<file path="src/rtl/spi_adc_emu.sv">
// -----------------------------------------------------------------------------
// spi_adc_emu
// SPI slave that behaves like a simple multi-channel serial ADC, so an on-chip
// SPI master can be exercised in loopback. Every frame shifts out the sample
// counter of the selected channel, MSB first, zero-padded to FRAME_W bits.
// Each complete frame advances that channel's counter by STEP (mod 2^DATA_W).
// The first CH_W bits received on sdi choose the channel for the next frame.
//
// Ports
//   clk        system clock (sclk must be at most clk/8)
//   resetb     asynchronous active-low reset
//   sclk       SPI clock, asynchronous to clk
//   csb        SPI chip select, active low, asynchronous
//   sdi        SPI data in (channel select for the next frame)
//   sdo        SPI data out
//   sdo_oe     pad output enable for sdo (1 = drive)
//   ld_valid   one-cycle preload strobe
//   ld_ch      channel to preload (values >= N_CH are ignored)
//   ld_value   value to preload
//   frame_done one-cycle pulse per complete frame
//   cur_ch     channel of the current / most recent frame
// -----------------------------------------------------------------------------
module spi_adc_emu #(
    parameter int DATA_W  = 12,
    parameter int FRAME_W = 16,
    parameter int N_CH    = 2,
    parameter int STEP    = 3,
    parameter bit CPOL    = 1'b0,
    parameter bit CPHA    = 1'b0,
    localparam int CH_W   = (N_CH > 1) ? $clog2(N_CH) : 1
) (
    input  logic              clk,
    input  logic              resetb,
    input  logic              sclk,
    input  logic              csb,
    input  logic              sdi,
    output logic              sdo,
    output logic              sdo_oe,
    input  logic              ld_valid,
    input  logic [CH_W-1:0]   ld_ch,
    input  logic [DATA_W-1:0] ld_value,
    output logic              frame_done,
    output logic [CH_W-1:0]   cur_ch
);

    localparam int BC_W = $clog2(FRAME_W + 1);

    typedef enum logic [2:0] {S_IDLE, S_LOAD, S_SHIFT, S_DONE, S_OVER} state_t;

    // Two synchroniser flops plus one history flop for edge detection.
    // Reset to the idle pin levels so reset release creates no false edges.
    logic [2:0] sclk_q;
    logic [2:0] csb_q;
    logic [1:0] sdi_q;

    always_ff @(posedge clk or negedge resetb) begin
        if (!resetb) begin
            sclk_q <= {3{CPOL}};
            csb_q  <= 3'b111;
            sdi_q  <= 2'b00;
        end else begin
            sclk_q <= {sclk_q[1:0], sclk};
            csb_q  <= {csb_q[1:0], csb};
            sdi_q  <= {sdi_q[0], sdi};
        end
    end

    logic sclk_rise, sclk_fall, lead_edge, trail_edge;
    logic sample_edge, launch_edge, csb_fall, csb_rise;

    assign sclk_rise   = sclk_q[1] & ~sclk_q[2];
    assign sclk_fall   = ~sclk_q[1] & sclk_q[2];
    assign lead_edge   = CPOL ? sclk_fall : sclk_rise;
    assign trail_edge  = CPOL ? sclk_rise : sclk_fall;
    assign sample_edge = CPHA ? trail_edge : lead_edge;
    assign launch_edge = CPHA ? lead_edge : trail_edge;
    assign csb_fall    = csb_q[2] & ~csb_q[1];
    assign csb_rise    = ~csb_q[2] & csb_q[1];

    // Frame state
    state_t              state_q, state_d;
    logic [FRAME_W-1:0]  shreg_q, shreg_d;
    logic [BC_W-1:0]     bitcnt_q, bitcnt_d;
    logic [CH_W-1:0]     rxsh_q, rxsh_d;
    logic [CH_W-1:0]     cur_ch_q, cur_ch_d;
    logic [CH_W-1:0]     next_ch_q, next_ch_d;
    logic                sdo_q, sdo_d;
    logic                oe_q, oe_d;
    logic                done_q, done_d;
    logic                inc;

    // Per-channel sample counters
    logic [N_CH-1:0][DATA_W-1:0] cnt_vec;

    generate
        for (genvar gi = 0; gi < N_CH; gi++) begin : g_ch
            logic [DATA_W-1:0] cnt_q;
            always_ff @(posedge clk or negedge resetb) begin
                if (!resetb) begin
                    cnt_q <= '0;
                end else if (ld_valid && ld_ch == CH_W'(gi)) begin
                    // A preload takes priority over a coincident increment.
                    cnt_q <= ld_value;
                end else if (inc && cur_ch_q == CH_W'(gi)) begin
                    cnt_q <= cnt_q + DATA_W'(STEP);
                end
            end
            assign cnt_vec[gi] = cnt_q;
        end
    endgenerate

    logic [FRAME_W-1:0] load_word;
    assign load_word = FRAME_W'(cnt_vec[next_ch_q]);

    always_comb begin
        state_d   = state_q;
        shreg_d   = shreg_q;
        bitcnt_d  = bitcnt_q;
        rxsh_d    = rxsh_q;
        cur_ch_d  = cur_ch_q;
        next_ch_d = next_ch_q;
        sdo_d     = sdo_q;
        oe_d      = oe_q;
        done_d    = 1'b0;
        inc       = 1'b0;

        if (state_q != S_IDLE && csb_rise) begin
            // Deselect aborts whatever is in progress; a frame that has not
            // reached FRAME_W sample edges leaves counters and next_ch alone.
            state_d = S_IDLE;
            sdo_d   = 1'b0;
            oe_d    = 1'b0;
        end else begin
            case (state_q)
                S_IDLE: begin
                    if (csb_fall) begin
                        state_d  = S_LOAD;
                        shreg_d  = load_word;
                        cur_ch_d = next_ch_q;
                        bitcnt_d = '0;
                        rxsh_d   = '0;
                        oe_d     = 1'b1;
                        // Mode with CPHA=0 needs the MSB on the wire before
                        // the first (sampling) edge.
                        sdo_d    = CPHA ? 1'b0 : load_word[FRAME_W-1];
                    end
                end
                S_LOAD: begin
                    state_d = S_SHIFT;
                end
                S_SHIFT, S_DONE, S_OVER: begin
                    if (state_q == S_DONE) begin
                        state_d = S_OVER;
                    end
                    if (launch_edge) begin
                        if (CPHA) begin
                            // MSB goes out on the first leading edge.
                            sdo_d   = shreg_q[FRAME_W-1];
                            shreg_d = shreg_q << 1;
                        end else begin
                            shreg_d = shreg_q << 1;
                            sdo_d   = shreg_d[FRAME_W-1];
                        end
                    end
                    if (sample_edge && state_q == S_SHIFT) begin
                        bitcnt_d = bitcnt_q + 1'b1;
                        if (bitcnt_q < BC_W'(CH_W)) begin
                            rxsh_d = CH_W'({rxsh_q, sdi_q[1]});
                        end
                        if (bitcnt_q == BC_W'(FRAME_W - 1)) begin
                            state_d = S_DONE;
                            done_d  = 1'b1;
                            inc     = 1'b1;
                            if (N_CH > 1 && int'(rxsh_d) < N_CH) begin
                                next_ch_d = rxsh_d;
                            end
                        end
                    end
                end
                default: begin
                    state_d = S_IDLE;
                end
            endcase
        end
    end

    always_ff @(posedge clk or negedge resetb) begin
        if (!resetb) begin
            state_q   <= S_IDLE;
            shreg_q   <= '0;
            bitcnt_q  <= '0;
            rxsh_q    <= '0;
            cur_ch_q  <= '0;
            next_ch_q <= '0;
            sdo_q     <= 1'b0;
            oe_q      <= 1'b0;
            done_q    <= 1'b0;
        end else begin
            state_q   <= state_d;
            shreg_q   <= shreg_d;
            bitcnt_q  <= bitcnt_d;
            rxsh_q    <= rxsh_d;
            cur_ch_q  <= cur_ch_d;
            next_ch_q <= next_ch_d;
            sdo_q     <= sdo_d;
            oe_q      <= oe_d;
            done_q    <= done_d;
        end
    end

    assign sdo        = sdo_q;
    assign sdo_oe     = oe_q;
    assign frame_done = done_q;
    assign cur_ch     = cur_ch_q;

endmodule
</file>
<file path="config.mk">
export PLATFORM = sky130hd
export DESIGN_NAME = spi_adc_emu
export DESIGN_NICKNAME = d
export VERILOG_FILES = /design/src/rtl/spi_adc_emu.sv
export SDC_FILE = /design/constraint.sdc
export NUM_CORES = 1
export LEC_CHECK = 0
export CAP_MARGIN = 20
export CORE_UTILIZATION = 55
export DETAILED_ROUTE_END_ITERATION = 16
export HOLD_SLACK_MARGIN = 0.12
export PLACE_DENSITY_LB_ADDON = 0.05
export SKIP_CTS_REPAIR_TIMING = 1
export SLEW_MARGIN = 20
export SYNTH_ARGS = -nofsm -noshare
export SYNTH_HDL_FRONTEND = slang
export SYNTH_SLANG_ARGS = --single-unit
</file>
<file path="constraint.sdc">
create_clock -name clk -period 2.95 [get_ports clk]
set_input_delay 0.59 -clock clk [delete_from_list [all_inputs] [get_ports clk]]
set_output_delay 0.59 -clock clk [all_outputs]
set_load 0.02 [all_outputs]
</file>
== After elaboration in Yosys (flattened, before gate mapping) ==
Cells that the tools add are included.
Storage, ports and cells
  register bits after elaboration: 61
  bits in read-only memories: 0
  memories kept: 0
  memory bits (writable): 0
  latch bits: 0
  bits of input ports: 19
  logic and storage cells: 93
  output and inout bits: 4
Cells by class
  $lt $le $gt $ge: 2
  eq/ne operators: 10
  muxes and demuxes: 32
  divide/modulo/power cells: 0
  $mul: 0
  reductions and logical operators: 21
  $add $sub $neg: 3
  shift operators: 0
  bitwise gates (word level): 11
Operators with widths (count)
  12-bit 2-to-1 mux: 6
  15-bit 2-to-1 mux: 2
  15-bit one-hot mux with 2 select lines: 1
  12-bit by 2-bit adder with 12-bit output, second input constant: 2
  3-bit 2-to-1 mux: 5
  1-bit 2-to-1 mux: 12
  4-bit AND reduction: 3
  5-bit 2-to-1 mux: 2
  5-bit one-hot mux with 2 select lines: 1
  2-bit nonzero test: 5
  3-bit one-hot mux with 3 select lines: 1
  1-bit inverter: 7
  3-bit by 2-bit equality test with 1-bit output, second input constant: 2
  1-bit logical AND: 6
  2-bit inequality test, second input constant: 3
  3-bit inequality test, second input constant: 2
  3-bit AND reduction: 2
  3-bit nonzero test: 2
  5-bit by 1-bit adder with 5-bit output, second input constant: 1
  5-bit by 4-bit equality test with 1-bit output, second input constant: 1
  5-bit by 1-bit less-than comparator with 1-bit output, second input constant: 1
  1-bit AND: 4
  1-bit one-hot mux with 2 select lines: 2
  3-bit by 1-bit equality test with 1-bit output, second input constant: 1
  5 further kinds: 5

== Depth between registers and ports, before layout ==
  depth after elaboration: 9
  mapped depth: 8
  depth with buffers taken out: 7

== Worst setup path before layout ==
Ideal clock, no wire load.
  path kind: reg-to-reg
  start point: reg bitcnt_q[0]
  end point: reg g_ch[0].cnt_q[9]
  buffers on the path: 1
  stages on the path, launching flop included: 9
  setup time: 0.082 ns
  data required time: 2.868 ns
  data arrival time: 2.176 ns
  period minus slack after synthesis: 2.258 ns
  path slack: 0.692 ns
  path through: dfrtp_1 -> ha_1 -> and3_1 -> ha_1 -> nand4bb_1 -> or4_1 -> buf_2 -> or4_1 -> a31oi_1
Between the ends
  longest elaborated chain between the ends: 7
RTL lines
  start, declared: RTL line 83  | logic [BC_W-1:0] bitcnt_q, bitcnt_d;
  start signal, assigned: RTL line 201  | bitcnt_q <= bitcnt_d;
  5-bit by 4-bit equality test with 1-bit output: RTL line 170  | if (bitcnt_q == BC_W'(FRAME_W - 1)) begin
  1-bit 2-to-1 mux: RTL line 170
  1-bit 2-to-1 mux: RTL line 165  | if (sample_edge && state_q == S_SHIFT) begin
  1-bit 2-to-1 mux: RTL line 134  | case (state_q)
  1-bit 2-to-1 mux: RTL line 127  | if (state_q != S_IDLE && csb_rise) begin
  1-bit logical AND: RTL line 104  | end else if (inc && cur_ch_q == CH_W'(gi)) begin
  2-bit nonzero test (no source line)
  end signal, assigned: RTL line 103  | cnt_q <= ld_value;
  end signal, assigned: RTL line 105  | cnt_q <= cnt_q + DATA_W'(STEP);
  end, declared: RTL line 97  | logic [DATA_W-1:0] cnt_q;
Every way passes these cells.
A chain may end at the register's enable or synchronous reset.

== Final worst setup path ==
  start point: reg bitcnt_q[0]
  end point: reg g_ch[0].cnt_q[11]
Same word-level chain as after synthesis.

==> results.cfg <==
[cells_and_area]
final_area_um2 = 3690
fin_util = 0.659
layout_common_cells = dfrtp_1, nand2_1, nor2_1, mux2i_1
fin_cells = 415
final_nets = 361
layout_commonest_cell = dfrtp_1
diodes = 0
area_growth_pct = 13.9
drive_gt1_frac = 0.140

[setup_path]
slowest_delay_ns = 0.65
critPathArrivalTime_ns = 2.78
end_kind = flop
required_ns = 3.21
cp-start-kind = flop
cp_cell_sequence = ha_1, and3_1, ha_1, nand4bb_1, or4_1, or4_1, a31oi_1
crit_path_max_fanout = 10
path_class = flop to flop
critical_path.top_delay_family = simple AND/OR/NAND/NOR gates
cpMaxStageDelayCell = or4_1
path_buf_inv = 0

[pwr]
seq_power_share = 0.438
internal-power_mw = 1.81
power_density_nw_per_um2 = 721
power_switching_uw = 855
peakVddDrop_v = 0.000579
combinationalPowerShare = 0.285
switching_share = 0.321
pwr-share-clk = 0.277
leakagePower_nw = 1.57

[cts]
cts.reportedPaths.clkPinSlew_ns = 0.08
clockBufferDepth = 2
clock_latency_ns = 0.34
cts_num_sinks = 61
cts_root_buf = clkbuf_8
numCtsBuffers = 9
cts_tree = yes
h-tree-depth = 3

[die]
die-area_um2 = 6210
ioPinCount = 23
die_h_um = 78.8
floorplan.initialDensity = 0.578
coreArea_um2 = 5610
row_count = 27
die_w_um = 78.8

[yosys]
syn-cell-area_um2 = 3240
synthCells = 316
synth_flop_cell = dfrtp_1
async_flop_share = 1.00
synthDistinctLibCells = 47
syn_nets = 339
synth_edf_count = 0
syn_avg_cell_area_um2 = 10.3
ys_warn_count = 0
seq_area_frac_synth = 0.472
ys_ff_latch = 61

[timing]
relSlewSlack = 0.441
setup_viol = 0
skew_ns = 0.0128
worst_pin_slew_ns = 0.838
rsz0062_at_grt = no
fmax_mhz = 396
fin_crit_sh = 0.856
final-max-slew-violation-count = 0
finalSetupTns_ns = 0
hold_viol = 0
fin_ws_ns = 0.423
fin_crit_ns = 2.53

[routing]
viasPerCell = 6.01
ant_nets = 0
drc = 0
drtIter0Drc = 123
vias = 2493
firstDrtPassIters = 4
drt-total-wl_um = 6780
post_drt_wl_per_cell_um = 16.3

[place]
hpwl_um = 4770
portBuffers = 22
placed_cell_area_um2 = 3500
place_congestion = 0.833
dpl.cell_count = 399
pre_cts_ws_ns = 0.481

[outcome]
status = complete, no violations

[global_route]
grt_antenna_before_repair = 0
grt_overflow = 0
grt_start_max_net_pins = 31
grt_first_pass_wirelength_um = 11000
grt_pass1_vias = 2278
grt_use_total = 0.238

[worst_hold_path]
holdCritPathClass = input pin to asynchronous set/reset pin

[job]
maxCapViolCount = 0
[through the flow]
step | total power [mW] | hold WS [ns]
finish | 2.66 | 0.273
CTS | 2.69 | 0.295
global route | 2.82 | 0.340
global placement | 1.92 | 0.332
detailed placement | 1.95 | 0.340
floorplan | 1.75 | 0.294
[layout make-up]
type	instances	area, µm²
repair buffers	26	245
multi-input cells	227	1590
well taps	72	90.1
clock inverters	4	47.5
flip-flops and latches	61	1530
fillers	479	1910
clock buffers	12	145
inverters	13	48.8
[cell usage after synthesis (3+ instances only)]
library cell	n	share of area
mux2_2	21	0.073
nand2b_1	5	0.0096
o21ai_0	18	0.028
inv_1	13	0.015
or4_1	13	0.030
ha_1	4	0.015
buf_2	4	0.0062
nand2_1	26	0.030
nand4_1	7	0.014
o211ai_1	4	0.0093
clkbuf_1	9	0.010
o31ai_1	10	0.023
nand3_1	6	0.0093
mux2i_1	22	0.068
dfstp_2	3	0.024
or3_1	7	0.014
xnor2_1	4	0.011
nor2_1	25	0.029
dfrtp_1	58	0.45
a31oi_1	16	0.031
o2bb2ai_1	4	0.011
nor2b_1	6	0.012
[power by group through the flow]
stage                     combinational (mW)  sequential, mW  clock (mW)
after global placement                 0.749            1.17           0
after CTS                              0.770            1.16       0.751
after floorplan                        0.630            1.12           0
after global routing                   0.843            1.19       0.783
final                                  0.758            1.17       0.738
after detailed placement               0.767            1.18           0
[final timing paths]
kind | start | to | slack [ns] | cells after the start
worst max-delay path | bitcnt_q[0] | g_ch[0].cnt_q[11] | 0.42 | 7
worst min-delay path | resetb | frame_done | 0.27 | 1
worst max register to register | bitcnt_q[0] | g_ch[0].cnt_q[11] | 0.42 | 7
worst min register to register | sclk_q[0] | sclk_q[1] | 0.35 | 0
max in group asynchronous | resetb | shreg_q[5] | 1.96 | 2
min in group clk | sclk_q[0] | sclk_q[1] | 0.35 | 0
[logic make-up (layout without fill, tap and decap cells)]
logic type	after synthesis	after routing	share of synthesized area
flip-flops	61	61	0.472
multiplexers	43	43	0.141
adder cells (fa/ha/maj)	4	4	0.0154
AND/OR/NAND/NOR	113	113	0.191
buffers and inverters	28	55	0.0386
AO/OA/AOI/OAI	62	62	0.128
XOR/XNOR	5	5	0.0135
[routing by layer]
metal | vias up | share of wire | GRT usage
li1 | 1208 | - | -
met1 | 1230 | 0.48 | 0.323
met2 | 47 | 0.47 | 0.371
met3 | 8 | 0.035 | 0.0448
met4 | 0 | 0.017 | 0.106
met5 | - | 0 | 0
[registers in the layout, summed over array words and instances (netlist names)]
signal,count
csb_q,3
frame_done,1
sdo_oe,1
rxsh_q,1
state_q,3
next_ch_q,1
shreg_q,15
sclk_q,3
bitcnt_q,5
sdo,1
g_ch.cnt_q,24
sdi_q,2
cur_ch,1
(Power assumes the default switching activity.)
